## config.mk

```make
export PLATFORM = sky130hd
export DESIGN_NAME = hex_xmt_flat
export DESIGN_NICKNAME = d
export VERILOG_FILES = /design/src/rtl/hex_xmt_if.sv /design/src/rtl/hex_xmt.sv /design/src/flat_wrapper.sv
export SDC_FILE = /design/constraint.sdc
export NUM_CORES = 1
export LEC_CHECK = 0
export BUFFER_PORTS_ARGS = -buffer_cell sky130_fd_sc_hd__buf_2
export CAP_MARGIN = 20
export CORE_ASPECT_RATIO = 1.75
export CORE_MARGIN = 2
export CORE_UTILIZATION = 50
export CTS_CLUSTER_SIZE = 28
export DETAILED_ROUTE_END_ITERATION = 8
export GPL_ROUTABILITY_DRIVEN = 0
export PLACE_DENSITY = 0.74
export REMOVE_ABC_BUFFERS = 1
export SLEW_MARGIN = 40
export SYNTH_ARGS = -nofsm -noshare
export SYNTH_HDL_FRONTEND = slang
export SYNTH_SLANG_ARGS = --single-unit
```

## constraint.sdc

```tcl
create_clock -name clk -period 2.71 [get_ports clk]
set_input_delay 0.542 -clock clk [delete_from_list [all_inputs] [get_ports clk]]
set_output_delay 0.542 -clock clk [all_outputs]
set_load 0.02 [all_outputs]
```

## src/rtl/hex_xmt_if.sv

```systemverilog
// Byte handshake between the hex formatter and the serial transmitter buffer.
interface hex_xmt_if;
  logic       xmt_write;
  logic       xmt_ready;
  logic [7:0] xmt_data;

  modport master (output xmt_write, output xmt_data, input xmt_ready);
  modport slave  (input xmt_write, input xmt_data, output xmt_ready);
endinterface

```

## src/rtl/hex_xmt.sv

```systemverilog
// Formats a latched 32-bit word as 1..8 ASCII hex digits (MS nibble first),
// optionally followed by CR LF, one byte per write/ready handshake.
//
// state | meaning
// IDLE  | waiting for start
// WAIT  | current character pending, waiting for xmt_ready
// GAP   | one cycle after a strobe while the buffer's ready catches up
// DONE  | done pulse, then back to IDLE
module hex_xmt #(
  parameter bit UPPER = 1'b1
) (
  input  logic        clk,
  input  logic        reset,
  input  logic        start,
  input  logic [31:0] value,
  input  logic [2:0]  ndigits,
  input  logic        crlf,
  output logic        busy,
  output logic        done,
  hex_xmt_if.master   xmt
);

  typedef enum logic [1:0] {S_IDLE, S_WAIT, S_GAP, S_DONE} state_t;
  typedef enum logic [1:0] {P_DIGITS, P_CR, P_LF} phase_t;

  state_t      state, state_n;
  phase_t      phase;
  logic [31:0] value_q;
  logic [3:0]  cnt;
  logic        crlf_q;

  logic        busy_n, done_n, write_n;
  logic [7:0]  data_n;
  logic [3:0]  nib;
  logic [7:0]  char_c;
  logic        last;

  // Datapath: operands latch only on an accepted start and advance in GAP.
  always_ff @(posedge clk) begin
    if (reset) begin
      value_q <= '0;
      cnt     <= '0;
      crlf_q  <= 1'b0;
      phase   <= P_DIGITS;
    end else if (state == S_IDLE && start) begin
      value_q <= value;
      crlf_q  <= crlf;
      phase   <= P_DIGITS;
      cnt     <= (ndigits == 3'd0) ? 4'd8 : {1'b0, ndigits};
    end else if (state == S_GAP) begin
      case (phase)
        P_DIGITS: begin
          cnt <= cnt - 4'd1;
          if (cnt == 4'd1 && crlf_q) phase <= P_CR;
        end
        P_CR:    phase <= P_LF;
        default: phase <= phase;
      endcase
    end
  end

  always_comb begin
    case (cnt)
      4'd8:    nib = value_q[31:28];
      4'd7:    nib = value_q[27:24];
      4'd6:    nib = value_q[23:20];
      4'd5:    nib = value_q[19:16];
      4'd4:    nib = value_q[15:12];
      4'd3:    nib = value_q[11:8];
      4'd2:    nib = value_q[7:4];
      default: nib = value_q[3:0];
    endcase
  end

  always_comb begin
    char_c = 8'h00;
    case (phase)
      P_DIGITS: begin
        if (nib < 4'd10) char_c = {4'h3, nib};
        else             char_c = (UPPER ? 8'h41 : 8'h61) + {4'h0, nib} - 8'd10;
      end
      P_CR:    char_c = 8'h0D;
      P_LF:    char_c = 8'h0A;
      default: char_c = 8'h00;
    endcase
  end

  assign last = (phase == P_DIGITS && cnt == 4'd1 && !crlf_q) || (phase == P_LF);

  always_ff @(posedge clk) begin
    if (reset) begin
      state         <= S_IDLE;
      busy          <= 1'b0;
      done          <= 1'b0;
      xmt.xmt_write <= 1'b0;
      xmt.xmt_data  <= 8'h00;
    end else begin
      state         <= state_n;
      busy          <= busy_n;
      done          <= done_n;
      xmt.xmt_write <= write_n;
      xmt.xmt_data  <= data_n;
    end
  end

  always_comb begin
    state_n = state;
    case (state)
      S_IDLE:  if (start) state_n = S_WAIT;
      S_WAIT:  if (xmt.xmt_ready) state_n = S_GAP;
      S_GAP:   state_n = last ? S_DONE : S_WAIT;
      S_DONE:  state_n = S_IDLE;
      default: state_n = S_IDLE;
    endcase
  end

  // Outputs are registered; done is high for the whole DONE cycle.
  always_comb begin
    busy_n  = busy;
    done_n  = 1'b0;
    write_n = 1'b0;
    data_n  = xmt.xmt_data;
    case (state)
      S_IDLE: if (start) busy_n = 1'b1;
      S_WAIT: if (xmt.xmt_ready) begin
        write_n = 1'b1;
        data_n  = char_c;
      end
      S_GAP:  if (last) done_n = 1'b1;
      S_DONE: busy_n = 1'b0;
      default: busy_n = 1'b0;
    endcase
  end

endmodule

```

## src/flat_wrapper.sv

```systemverilog
// flat-port wrapper written by rule: the top's interface ports become plain ports
module hex_xmt_flat 
#(
  parameter bit UPPER = 1'b1
)
  (clk, reset, start, value, ndigits, crlf, busy, done, xmt_xmt_write, xmt_xmt_data, xmt_xmt_ready);
  hex_xmt_if xmt_i ();
  input  logic clk;
  input  logic reset;
  input  logic start;
  input  logic [31:0] value;
  input  logic [2:0] ndigits;
  input  logic crlf;
  output logic busy;
  output logic done;
  output wire logic [$bits(xmt_i.xmt_write)-1:0] xmt_xmt_write;
  output wire logic [$bits(xmt_i.xmt_data)-1:0] xmt_xmt_data;
  input wire logic [$bits(xmt_i.xmt_ready)-1:0] xmt_xmt_ready;
  assign xmt_xmt_write = xmt_i.xmt_write;
  assign xmt_xmt_data = xmt_i.xmt_data;
  assign xmt_i.xmt_ready = xmt_xmt_ready;
  hex_xmt #(.UPPER(UPPER)) u_core (.clk(clk), .reset(reset), .start(start), .value(value), .ndigits(ndigits), .crlf(crlf), .busy(busy), .done(done), .xmt(xmt_i));
endmodule
```

==> metrics.md <==
| Metric | Value |
|---|---|
| Final WL | `approximately 5700 um` |
| Total power per unit cell area | `approximately 550 mW/mm2` |
| Slew at the pin with the worst max-slew slack | `0.4850 ns` |
| Startpoint of the most critical hold path | `u_core.xmt.xmt_data[6]$_SDFFE_PP0P_` |
| Buffer cell driving the clock tree root | `sky130_fd_sc_hd__clkbuf_8` |
| Arrival time of the worst setup path | `roughly 2.8 ns` |
| Time the final worst path needs with I/O delays and setup | `approximately 2.6 ns` |
| GR Layer Usage met1 | `22.81%` |
| Horiz. Die Dim | `57.87 um` |
| Number of nets in the finished design | `410` |
| Cell with the most instances after synthesis | `sky130_fd_sc_hd__nand2_1` |
| Initial core utilization | `about half` |
| Final antenna diode count | `0` |
| Maximum number of pins on one net before global-route repair | `38` |
| Share of layout cells above drive strength 1 | `21.61%` |
| Synthesized instance count | `approximately 320` |
| Total power of the final layout | `1596 uW` |
| Post-CTS Setup Inserts | `0` |
| Clock net sink count | `51` |
| Worst max-slew margin expressed relative to the limit | `67.33%` |
| Most crowded layer after global routing | `met2` |
| Register clock-pin slew on the reported worst setup and hold paths | `0.09 ns` |
| Synth area leaders | `sky130_fd_sc_hd__dfxtp_1 (40%), sky130_fd_sc_hd__nand2_1 (12%), sky130_fd_sc_hd__a21oi_1 (10%)` |
| H-tree lvl count | `2` |
| Final period utilization | `a little over nine tenths` |
| Leakage | `0.001160 uW` |
| Setup slack at placement | `0.07829 ns` |
| TritonCTS clock tree | `done` |
| Iteration-0 DRC count of the detailed router | `just under 60` |
| Status | `finished clean` |
| GRT met3 Usage | `2.781%` |
| Total CTS buffers | `5` |
| Highest clock frequency the design can meet | `391.8 MHz` |
| Number of enable flip-flop cells after synthesis | `0` |
| Yosys warning total | `0` |
| Kind of end point of the critical path | `register` |
| Met2 usage | `approximately two fifths` |
| Latest clock arrival within the worst-skew pair | `around 0.31 ns` |
| Worst hold slack | `0.4557 ns` |
| FFs w/ async S/R, synth | `0%` |
| Startpoint of the worst setup timing path | `u_core.cnt[0]$_SDFFE_PP0P_` |
| GRT Residual Overflow | `0` |
| Average cell area after synthesis | `roughly 8 um2` |
| First-pass GRT wire length | `9591 um` |
| Kind of start point of the critical path | `register` |
| Maximum capacitance violations | `0` |
| Unique cell type count in the Yosys netlist | `53` |
| Reg-to-reg startpoint | `u_core.cnt[0]$_SDFFE_PP0P_` |
| Sequential cell area fraction in the yosys report | `a little over 40%` |
| Post-DRT Antenna Nets | `0` |
| Data required time of the critical path | `2.92 ns` |
| Post-synthesis instance area | `0.002539 mm2` |
| Cell accounting for the most synthesized area | `sky130_fd_sc_hd__dfxtp_1` |
| DP Wirelength | `4189 um` |
| Fraction of post-synthesis cell area in the top cell type by area | `40.22%` |
| Count of boundary I/O pins | `~50` |
| Unrepaired setup endpoints after global routing | `false` |
| Total track usage | `21.20%` |
| Post-Layout Cell Count | `415` |
| Critical path start-end classification | `register to register` |
| Number of buffers between clock root and the deepest sink | `2` |
| Die area | `0.005686 mm2` |
| Post-synthesis register bit count | `51` |
| Type of the tightest min-delay check | `register to register` |
| Synth Flop Type | `sky130_fd_sc_hd__dfxtp_1` |
| Via count | `2293` |
| Slack of the critical path | `0.1579 ns` |
| Final clock skew | `0.002833 ns` |
| Maximum fanout along the worst path | `4` |
| Number of vias per cell after detailed routing | `between 5 and 6` |
| Worst IR drop on VDD | `around 0.0004 V` |
| Most numerous cell types in the synthesized netlist | `sky130_fd_sc_hd__nand2_1 (79), sky130_fd_sc_hd__a21oi_1 (52), sky130_fd_sc_hd__dfxtp_1 (51)` |
| Accumulated negative setup slack | `0 ns` |
| Die boundary height | `98.26 um` |
| Number of DRC violations after detailed routing | `0` |
| Iteration count of the initial detailed-routing pass | `4` |
| FP Rows | `34` |
| Routed wire length per instance | `13.63 um` |
| Number of cells after detailed placement | `407` |
| Core region area | `0.004935 mm2` |
| # port buffers | `a little under 50` |
| Number of global-route vias before repair | `~2200` |
| Pins over their slew limit | `0` |
| Area added between synthesis and finish | `13.65%` |
| Final Setup Violations | `0` |
| Hold Fails Final Rpt | `0` |
| Antenna violations before repair | `0` |
[worst paths after layout]
kind,endpoint,slack [ns],cells after the start
hold reg to reg,u_core.xmt.xmt_data[6]$_SDFFE_PP0P_,0.46,2
setup reg to reg,u_core.xmt.xmt_data[2]$_SDFFE_PP0P_,0.16,9
setup / recovery,u_core.xmt.xmt_data[2]$_SDFFE_PP0P_,0.16,9
hold / removal,u_core.xmt.xmt_data[6]$_SDFFE_PP0P_,0.46,2
[cells by family after synthesis]
logic type               after synthesis  share of synthesized area (%)
AO/OA/AOI/OAI                         82                          20.60
XOR/XNOR                               2                         0.6901
adder cells (fa/ha/maj)               10                          4.929
buffers and inverters                 29                          5.520
flip-flops                            51                          40.22
multiplexers                           6                          2.415
other                                  1                         0.1477
AND/OR/NAND/NOR                      137                          25.48
[placed cells by master, fill, tap and decap left out, types with 3 or more instances in the layout]
cell type	n
sky130_fd_sc_hd__nand2_1	79
sky130_fd_sc_hd__a21oi_1	52
sky130_fd_sc_hd__dfxtp_1	51
sky130_fd_sc_hd__buf_2	49
sky130_fd_sc_hd__nor2_1	14
sky130_fd_sc_hd__ha_1	9
sky130_fd_sc_hd__inv_1	8
sky130_fd_sc_hd__nand2b_1	7
sky130_fd_sc_hd__buf_4	7
sky130_fd_sc_hd__nand3b_1	6
sky130_fd_sc_hd__mux2i_1	5
sky130_fd_sc_hd__nor3_1	5
sky130_fd_sc_hd__clkbuf_8	5
sky130_fd_sc_hd__o21ai_0	4
sky130_fd_sc_hd__o22ai_1	3
sky130_fd_sc_hd__nand3_1	3
sky130_fd_sc_hd__nor2b_1	3
[layer usage]
layer  up-vias  part of all wire [%]
met5         -                     0
met4         0                   3.1
met3        13                   2.8
met2        44                    54
met1      1057                    40
li1       1179                     -
[critical path: stages (launching register included)]
cell	delay, ns
sky130_fd_sc_hd__dfxtp_1	0.39
sky130_fd_sc_hd__inv_1	0.12
sky130_fd_sc_hd__ha_1	0.26
sky130_fd_sc_hd__a222oi_1	0.33
sky130_fd_sc_hd__nand4_1	0.17
sky130_fd_sc_hd__a22oi_2	0.27
sky130_fd_sc_hd__ha_1	0.23
sky130_fd_sc_hd__nand2_2	0.06
sky130_fd_sc_hd__or3_1	0.33
sky130_fd_sc_hd__a2111oi_2	0.28
[through the flow]
step	utilization, %	instance area, um2
CTS	58.32	2878
finish	58.47	2885
global route	58.47	2885
floorplan	-	2429
global placement	56.67	2796
detailed placement	56.67	2796
[state kept, by name, indices dropped and copies added (netlist names)]
signal                flops
u_core.crlf_q             1
u_core.value_q           32
u_core.busy               1
u_core.xmt.xmt_write      1
u_core.cnt                4
u_core.xmt.xmt_data       7
u_core.state              2
u_core.done               1
u_core.phase              2
[final cells by class]
| class | count | area (um2) |
|---|---|---|
| fill | 467 | 2049 |
| multi-input combinational | 238 | 1388 |
| sequential | 51 | 1021 |
| timing repair buffer | 56 | 297.8 |
| clock buffer | 7 | 76.32 |
| tap | 54 | 67.56 |
| inverter | 8 | 30.03 |
| clock inverter | 1 | 5.005 |
[what timing repair did]
item                       4_1_cts  5_1_grt
resized for setup                0        2
hold buffers                     0        0
setup endpoints to repair        0        2
[power breakdown]
group	total, uW	internal (uW)	switching [uW]
Clock	425	182	243
Sequential	837	798	38.6
Combinational	335	141	194
Total	1600	1120	475
(Power assumes the default switching activity.)
